$ cat config.mk
export PLATFORM = sky130hd
export DESIGN_NAME = macc_acc
export DESIGN_NICKNAME = d
export VERILOG_FILES = /design/src/rtl/macc_acc.sv
export SDC_FILE = /design/constraint.sdc
export NUM_CORES = 2
export LEC_CHECK = 0
export CAP_MARGIN = 25
export CELL_PAD_IN_SITES_DETAIL_PLACEMENT = 0
export CELL_PAD_IN_SITES_GLOBAL_PLACEMENT = 1
export CORE_MARGIN = 3
export CORE_UTILIZATION = 35
export DETAILED_ROUTE_END_ITERATION = 12
export PLACE_DENSITY = 0.6
export SLEW_MARGIN = 30
export SYNTH_ARGS = -nofsm -noshare
export SYNTH_HDL_FRONTEND = slang
export SYNTH_SLANG_ARGS = --single-unit
$ cat constraint.sdc
create_clock -name clk -period 5.42 [get_ports clk]
set_clock_uncertainty 0.2 [all_clocks]
set_input_delay 1.084 -clock clk [delete_from_list [all_inputs] [get_ports clk]]
set_output_delay 1.084 -clock clk [all_outputs]
set_load 0.005 [all_outputs]
$ cat src/rtl/macc_acc.sv
// Pipelined NUM_INPUTS-lane dot-product MACC with multi-beat accumulation.
// Optional MACC_RELU_EN clamps negative final results to zero at the output only.
module macc_acc #(
    parameter int NUM_INPUTS = 9,
    parameter int DATA_WIDTH = 8,
    parameter int ACC_WIDTH  = 32
) (
    input  logic                             clk,
    input  logic                             rst_n,
    input  logic [DATA_WIDTH*NUM_INPUTS-1:0] i_data_a,
    input  logic [DATA_WIDTH*NUM_INPUTS-1:0] i_data_b,
    input  logic                             i_valid,
    input  logic                             i_last,
    input  logic                             i_signed,
    output logic [ACC_WIDTH-1:0]             o_data,
    output logic                             o_valid
);

    localparam int LAYERS = (NUM_INPUTS > 1) ? $clog2(NUM_INPUTS) : 0;
    localparam int PROD_W = 2*DATA_WIDTH + 1;
    localparam int TREE_W = PROD_W + LAYERS;

    function automatic int lane_count(input int layer);
        return (NUM_INPUTS + (1 << layer) - 1) >> layer;
    endfunction

    // Keeps array indices in range for node slots that are never used.
    function automatic int clamp_idx(input int idx);
        return (idx < NUM_INPUTS) ? idx : 0;
    endfunction

    function automatic logic signed [PROD_W-1:0] lane_product(
        input logic [DATA_WIDTH-1:0] a,
        input logic [DATA_WIDTH-1:0] b,
        input logic                  sgn
    );
        logic signed [PROD_W-1:0] ea;
        logic signed [PROD_W-1:0] eb;
        ea = {{(PROD_W-DATA_WIDTH){sgn & a[DATA_WIDTH-1]}}, a};
        eb = {{(PROD_W-DATA_WIDTH){sgn & b[DATA_WIDTH-1]}}, b};
        return ea * eb;
    endfunction

    logic signed [PROD_W-1:0]    prod [NUM_INPUTS];
    logic signed [TREE_W-1:0]    tree [LAYERS+1][NUM_INPUTS];
    logic        [LAYERS:0]      pipe_v;
    logic        [LAYERS:0]      pipe_l;
    logic signed [ACC_WIDTH-1:0] acc;
    logic signed [ACC_WIDTH-1:0] acc_next;
    logic signed [ACC_WIDTH-1:0] result;

    always_comb begin
        for (int i = 0; i < NUM_INPUTS; i++) begin
            prod[i] = lane_product(i_data_a[i*DATA_WIDTH +: DATA_WIDTH],
                                   i_data_b[i*DATA_WIDTH +: DATA_WIDTH], i_signed);
        end
    end

    // Datapath registers carry no reset; the valid bits decide what is consumed.
    always_ff @(posedge clk) begin
        for (int i = 0; i < NUM_INPUTS; i++) begin
            tree[0][i] <= TREE_W'(prod[i]);
        end
        for (int l = 1; l <= LAYERS; l++) begin
            for (int j = 0; j < NUM_INPUTS; j++) begin
                if (j < lane_count(l)) begin
                    if (2*j + 1 < lane_count(l-1)) begin
                        tree[l][j] <= tree[l-1][clamp_idx(2*j)] + tree[l-1][clamp_idx(2*j+1)];
                    end else begin
                        tree[l][j] <= tree[l-1][clamp_idx(2*j)];
                    end
                end else begin
                    tree[l][j] <= '0;
                end
            end
        end
    end

    always_ff @(posedge clk or negedge rst_n) begin
        if (!rst_n) begin
            pipe_v <= '0;
            pipe_l <= '0;
        end else begin
            pipe_v[0] <= i_valid;
            pipe_l[0] <= i_valid & i_last;
            for (int l = 1; l <= LAYERS; l++) begin
                pipe_v[l] <= pipe_v[l-1];
                pipe_l[l] <= pipe_l[l-1];
            end
        end
    end

    always_comb begin
        acc_next = acc + ACC_WIDTH'(tree[LAYERS][0]);
`ifdef MACC_RELU_EN
        result = acc_next[ACC_WIDTH-1] ? '0 : acc_next;
`else
        result = acc_next;
`endif
    end

    always_ff @(posedge clk or negedge rst_n) begin
        if (!rst_n) begin
            acc     <= '0;
            o_data  <= '0;
            o_valid <= 1'b0;
        end else begin
            o_valid <= 1'b0;
            if (pipe_v[LAYERS]) begin
                if (pipe_l[LAYERS]) begin
                    o_data  <= result;
                    o_valid <= 1'b1;
                    acc     <= '0;
                end else begin
                    acc <= acc_next;
                end
            end
        end
    end

endmodule

# Word level (Yosys, flattened, before mapping)
# Memories as Yosys holds them, arrays and structs flattened.
# Index checks and enable logic that the tools add are counted.
# totals
regBits	75
ram_bits	945
input_bits	149
out_inout_bits	33
word_cells	47
n_memories	1
# classes
addsub	9
multipliers	9
muxes	3
bitwise	19
reduce_logical	1
# memory_table
name	words	width	rd	rd_ports_with_merged_regs	write_ports	line_no	rtl
tree	5	189	5	0	5	45	logic signed [TREE_W-1:0] tree [LAYERS+1][NUM_INPUTS];
# ops
cell	n
adder 21 bit	8
multiplier 9 x 9 -> 17 bit	9
adder 32 x 21 -> 32 bit	1
2-to-1 mux 32 bit	1
bitwise AND 1 bit	19
2-to-1 mux 1 bit	2
AND reduction 2 bit	1

# Depth between registers and ports, before layout
# logic_depth
ltp_word	2
ltp_mapped	22
mapped_depth_nobuf	22

# Least setup slack after synthesis
# OpenSTA, ideal clock, no wires.
# synth_path
path_type	input -> register
startpoint	input i_signed
endpoint	memory tree[0][57] (netlist bit)
setup_time_ns	0.121
arrival_ns	6.333
t_required_ns	5.099
path_slack_ns	-1.234
cell_stages	22
path_buffers	3
cell_sequence	clkbuf_1 clkbuf_1 clkbuf_1 nand2_1 or2_2 fa_1 fa_1 inv_1 fa_1 fa_1 inv_1 fa_1 inv_1 ha_1 o21ai_0 a21boi_0 o21ai_0 a21boi_0 o21ai_0 a21boi_0 mux2i_1 nand2_1
# synth_rtl
item	line_no	rtl
start, declared	14	input logic i_signed,
end, declared	45	

==> results.yml <==
power:
  p_leak_nw: 26.8
  power_density_mw_per_mm2: 591
  ir_drop_mv: 0.288
  power_mw: 31.8
detailed_routing:
  viasPerCell: 4.51
  drt_iter0_drc: 1171
  wl_per_cell_um: 14.2
  wl_um: 98700
  drtAntennaViolNets: 0
  vias: 31300
  route.detailed.drc: 0
  firstDrtPassIters: 5
cts:
  clkLatencyLatePin_ns: 0.58
  cts.clk_slew.worst_paths_ns: 0.06
  ctsRootBufferMaster: "clkbuf_16"
  cts.sink_count: 447
  cts_tree: "built"
  htree_levels: 2
  numCtsBuffers: 48
  cts_buffer_depth: 3
  cts_hold_buf: 0
global_routing:
  track_usage_pct: 15.6
  antenna_found_initial: 2
  grt_pass1_vias: 33500
  grt_pass1_wl_um: 168000
  grt_max_degree: 76
  grt_overflow: 0
synthesis:
  synth-seq-cells: 447
  synthFlopType: "dfxtp_1"
  synth_top_cell_area_share_pct: 28.0
  synth.area.top_cells: "fa_1 28%, dfxtp_1 17%, ha_1 14%"
  syn_area_mm2: 0.0437
  syn_avg_cell_area_um2: 9.45
  yosysTopAreaCell: "fa_1"
  yosys-top-cells-count: "842 x inv_1, 612 x fa_1, 494 x ha_1"
  yosysMostFrequentCell: "inv_1"
  synth_edf_count: 0
  synthDistinctLibCells: 75
  synthArstFlopShare_pct: 16.8
  seq_area_frac_synth_pct: 21.3
  netlist_instances: 4623
  synth-warning-count: 0
  synth_nets: 5878
sta:
  drv_slew: 0
  worst_slack_ns: -0.0430
  fin_crit_ns: 5.46
  hold_viol_final: 0
  worst_pin_slew_ns: 0.704
  rsz0062_at_grt: "true"
  slew_headroom_pct: 52.5
  fin_crit_sh_pct: 101
  timing.fmax_ghz: 0.183
  setup_violations: 6
setup_path:
  cp.required_ns: 5.74
  worst_path_max_delay_cell: "fa_1"
  r2r-start: "acc[0]$_DFFE_PN0P_"
  path_common_cell: "buf_4"
  critPathArrivalTime_ns: 5.78
  start_kind: "input port"
  worst-setup-path-type: "input port to flop"
  path_max_fanout: 7
  cpPeakStageDelay_ns: 0.51
  r2r_cells: 11
  critPathLaunch: "i_signed"
  critPathCaptureType: "flop"
layout:
  post-route-util_pct: 43.7
  fin_nets: 6532
  finalInstanceArea_mm2: 0.0537
  finalNonFillerCells: 6941
  area_delta_synth_final_pct: 22.9
  drive_gt1_share_pct: 17.3
  final.fill_count: 12200
hold_path:
  worstHoldStart: "tree[2][132]$_DFF_P_"
  whs_path_depth: 0
  min_path_type: "flop to flop"
status:
  status: "finished, violations left"
  violations: "negative setup slack"
place:
  dp_hpwl_um: 83000
  pre_cts_slack_ns: -0.971
  placed_cells: 6788
  dpl-instance-area_mm2: 0.0508
  io_buffers: 181
  gp_congestion: 0.803
floorplanning:
  ioPinCount: 182
  row_count: 128
  dieArea_mm2: 0.129
  core_mm2: 0.123
  die_h_um: 359
  die_width_um: 359
  initial_core_util_pct: 35.6
flow_run:
  cap_violations: 0
==> final timing paths <==
path                            slack (ns)                     end
worst max-delay path                 -0.04    tree[0][114]$_DFF_P_
worst min-delay path                  0.12    tree[3][153]$_DFF_P_
worst max register to register        1.88  o_data[20]$_DFFE_PN0P_
worst min register to register        0.12    tree[3][153]$_DFF_P_
max in group asynchronous             4.19     pipe_v[4]$_DFF_PN0_
min in group asynchronous             0.31      acc[1]$_DFFE_PN0P_
==> routing by layer <==
layer | GRT usage (%) | wire, µm | share of wire [%] | vias to the layer above
met5 | 0 | 0 | 0 | -
met4 | 2.42 | 1300 | 1.3 | 0
met3 | 1.50 | 2360 | 2.4 | 80
met2 | 26.1 | 46300 | 47 | 299
met1 | 22.2 | 48800 | 49 | 15200
li1 | - | - | - | 15800
==> cell usage in the layout (no fill, tap or decap), types with 22 or more instances in the layout <==
| master | instances |
|---|---|
| xnor2_1 | 240 |
| nand2_1 | 434 |
| a21boi_2 | 25 |
| nand3_1 | 39 |
| nor2b_1 | 52 |
| a21o_1 | 46 |
| and2_1 | 294 |
| inv_1 | 808 |
| o21a_1 | 32 |
| o21ai_0 | 79 |
| clkdlybuf4s50_1 | 48 |
| nand2b_1 | 25 |
| nor3_1 | 48 |
| ha_1 | 475 |
| xor2_1 | 44 |
| buf_6 | 29 |
| o22ai_1 | 24 |
| nor2_1 | 219 |
| clkbuf_16 | 50 |
| a21oi_1 | 128 |
| dfxtp_1 | 372 |
| o21ai_2 | 34 |
| inv_2 | 36 |
| buf_4 | 494 |
| fa_1 | 597 |
| and2_4 | 31 |
| dlygate4sd2_1 | 86 |
| or2_2 | 22 |
| dfrtp_1 | 75 |
==> metrics by stage <==
step	setup TNS [ns]	hold slack (ns)
3_3_place_gp	-40.69	0.114
4_1_cts	-1.04	0.122
5_1_grt	-3.30	0.132
3_5_place_dp	-41.93	0.112
2_1_floorplan	-16.84	0.110
6_report	-0.114	0.122
==> critical path: cells and delay by family <==
family | cells | cell delay [ns]
and+or+nand+nor | 3 | 0.34
adders and majority gates | 6 | 2.64
AOI/OAI and AO/OA | 2 | 0.17
buffers and inverters | 15 | 1.54
==> sequential cells by signal, summed over array words and instances (netlist names) <==
name	cells
acc	32
o_valid	1
o_data	32
pipe_v	5
tree	372
pipe_l	5
==> cell families (layout without fill, tap and decap cells) <==
| logic type | after synthesis | in the layout | synth area share [%] |
|---|---|---|---|
| AND/OR/NAND/NOR | 1265 | 1265 | 14.0 |
| adder cells (fa/ha/maj) | 1106 | 1106 | 42.2 |
| buffers and inverters | 950 | 1642 | 8.16 |
| AO/OA/AOI/OAI | 549 | 549 | 8.08 |
| flip-flops | 447 | 447 | 21.3 |
| XOR/XNOR | 290 | 290 | 5.85 |
| multiplexers | 16 | 16 | 0.398 |
| other | 0 | 1 | 0 |
==> cell type report <==
type	count	area, µm²	area share, %
well taps	1625	2030	3.79
multi-input cells	3226	31700	59.1
clock inverters	19	226	0.422
inverters	845	3170	5.91
clock buffers	69	1430	2.67
diodes	1	2.50	0.00466
flip-flops and latches	447	9320	17.4
repair buffers	709	5790	10.8
==> report_power, final <==
| group | switching [mW] | internal (mW) | leakage (nW) |
|---|---|---|---|
| sequential | 0.790 | 5.18 | 4.07 |
| clock | 1.40 | 2.00 | 0.814 |
| combinational | 11.2 | 11.2 | 22.0 |
| total | 13.4 | 18.3 | 26.8 |
==> what timing repair did <==
item,CTS,global route
setup buffers,55,16
resized for setup,234,227
endpoints found under the hold margin,0,0
pin swaps,96,115
endpoints found under the setup margin,35,45
(Power assumes the default switching activity.)
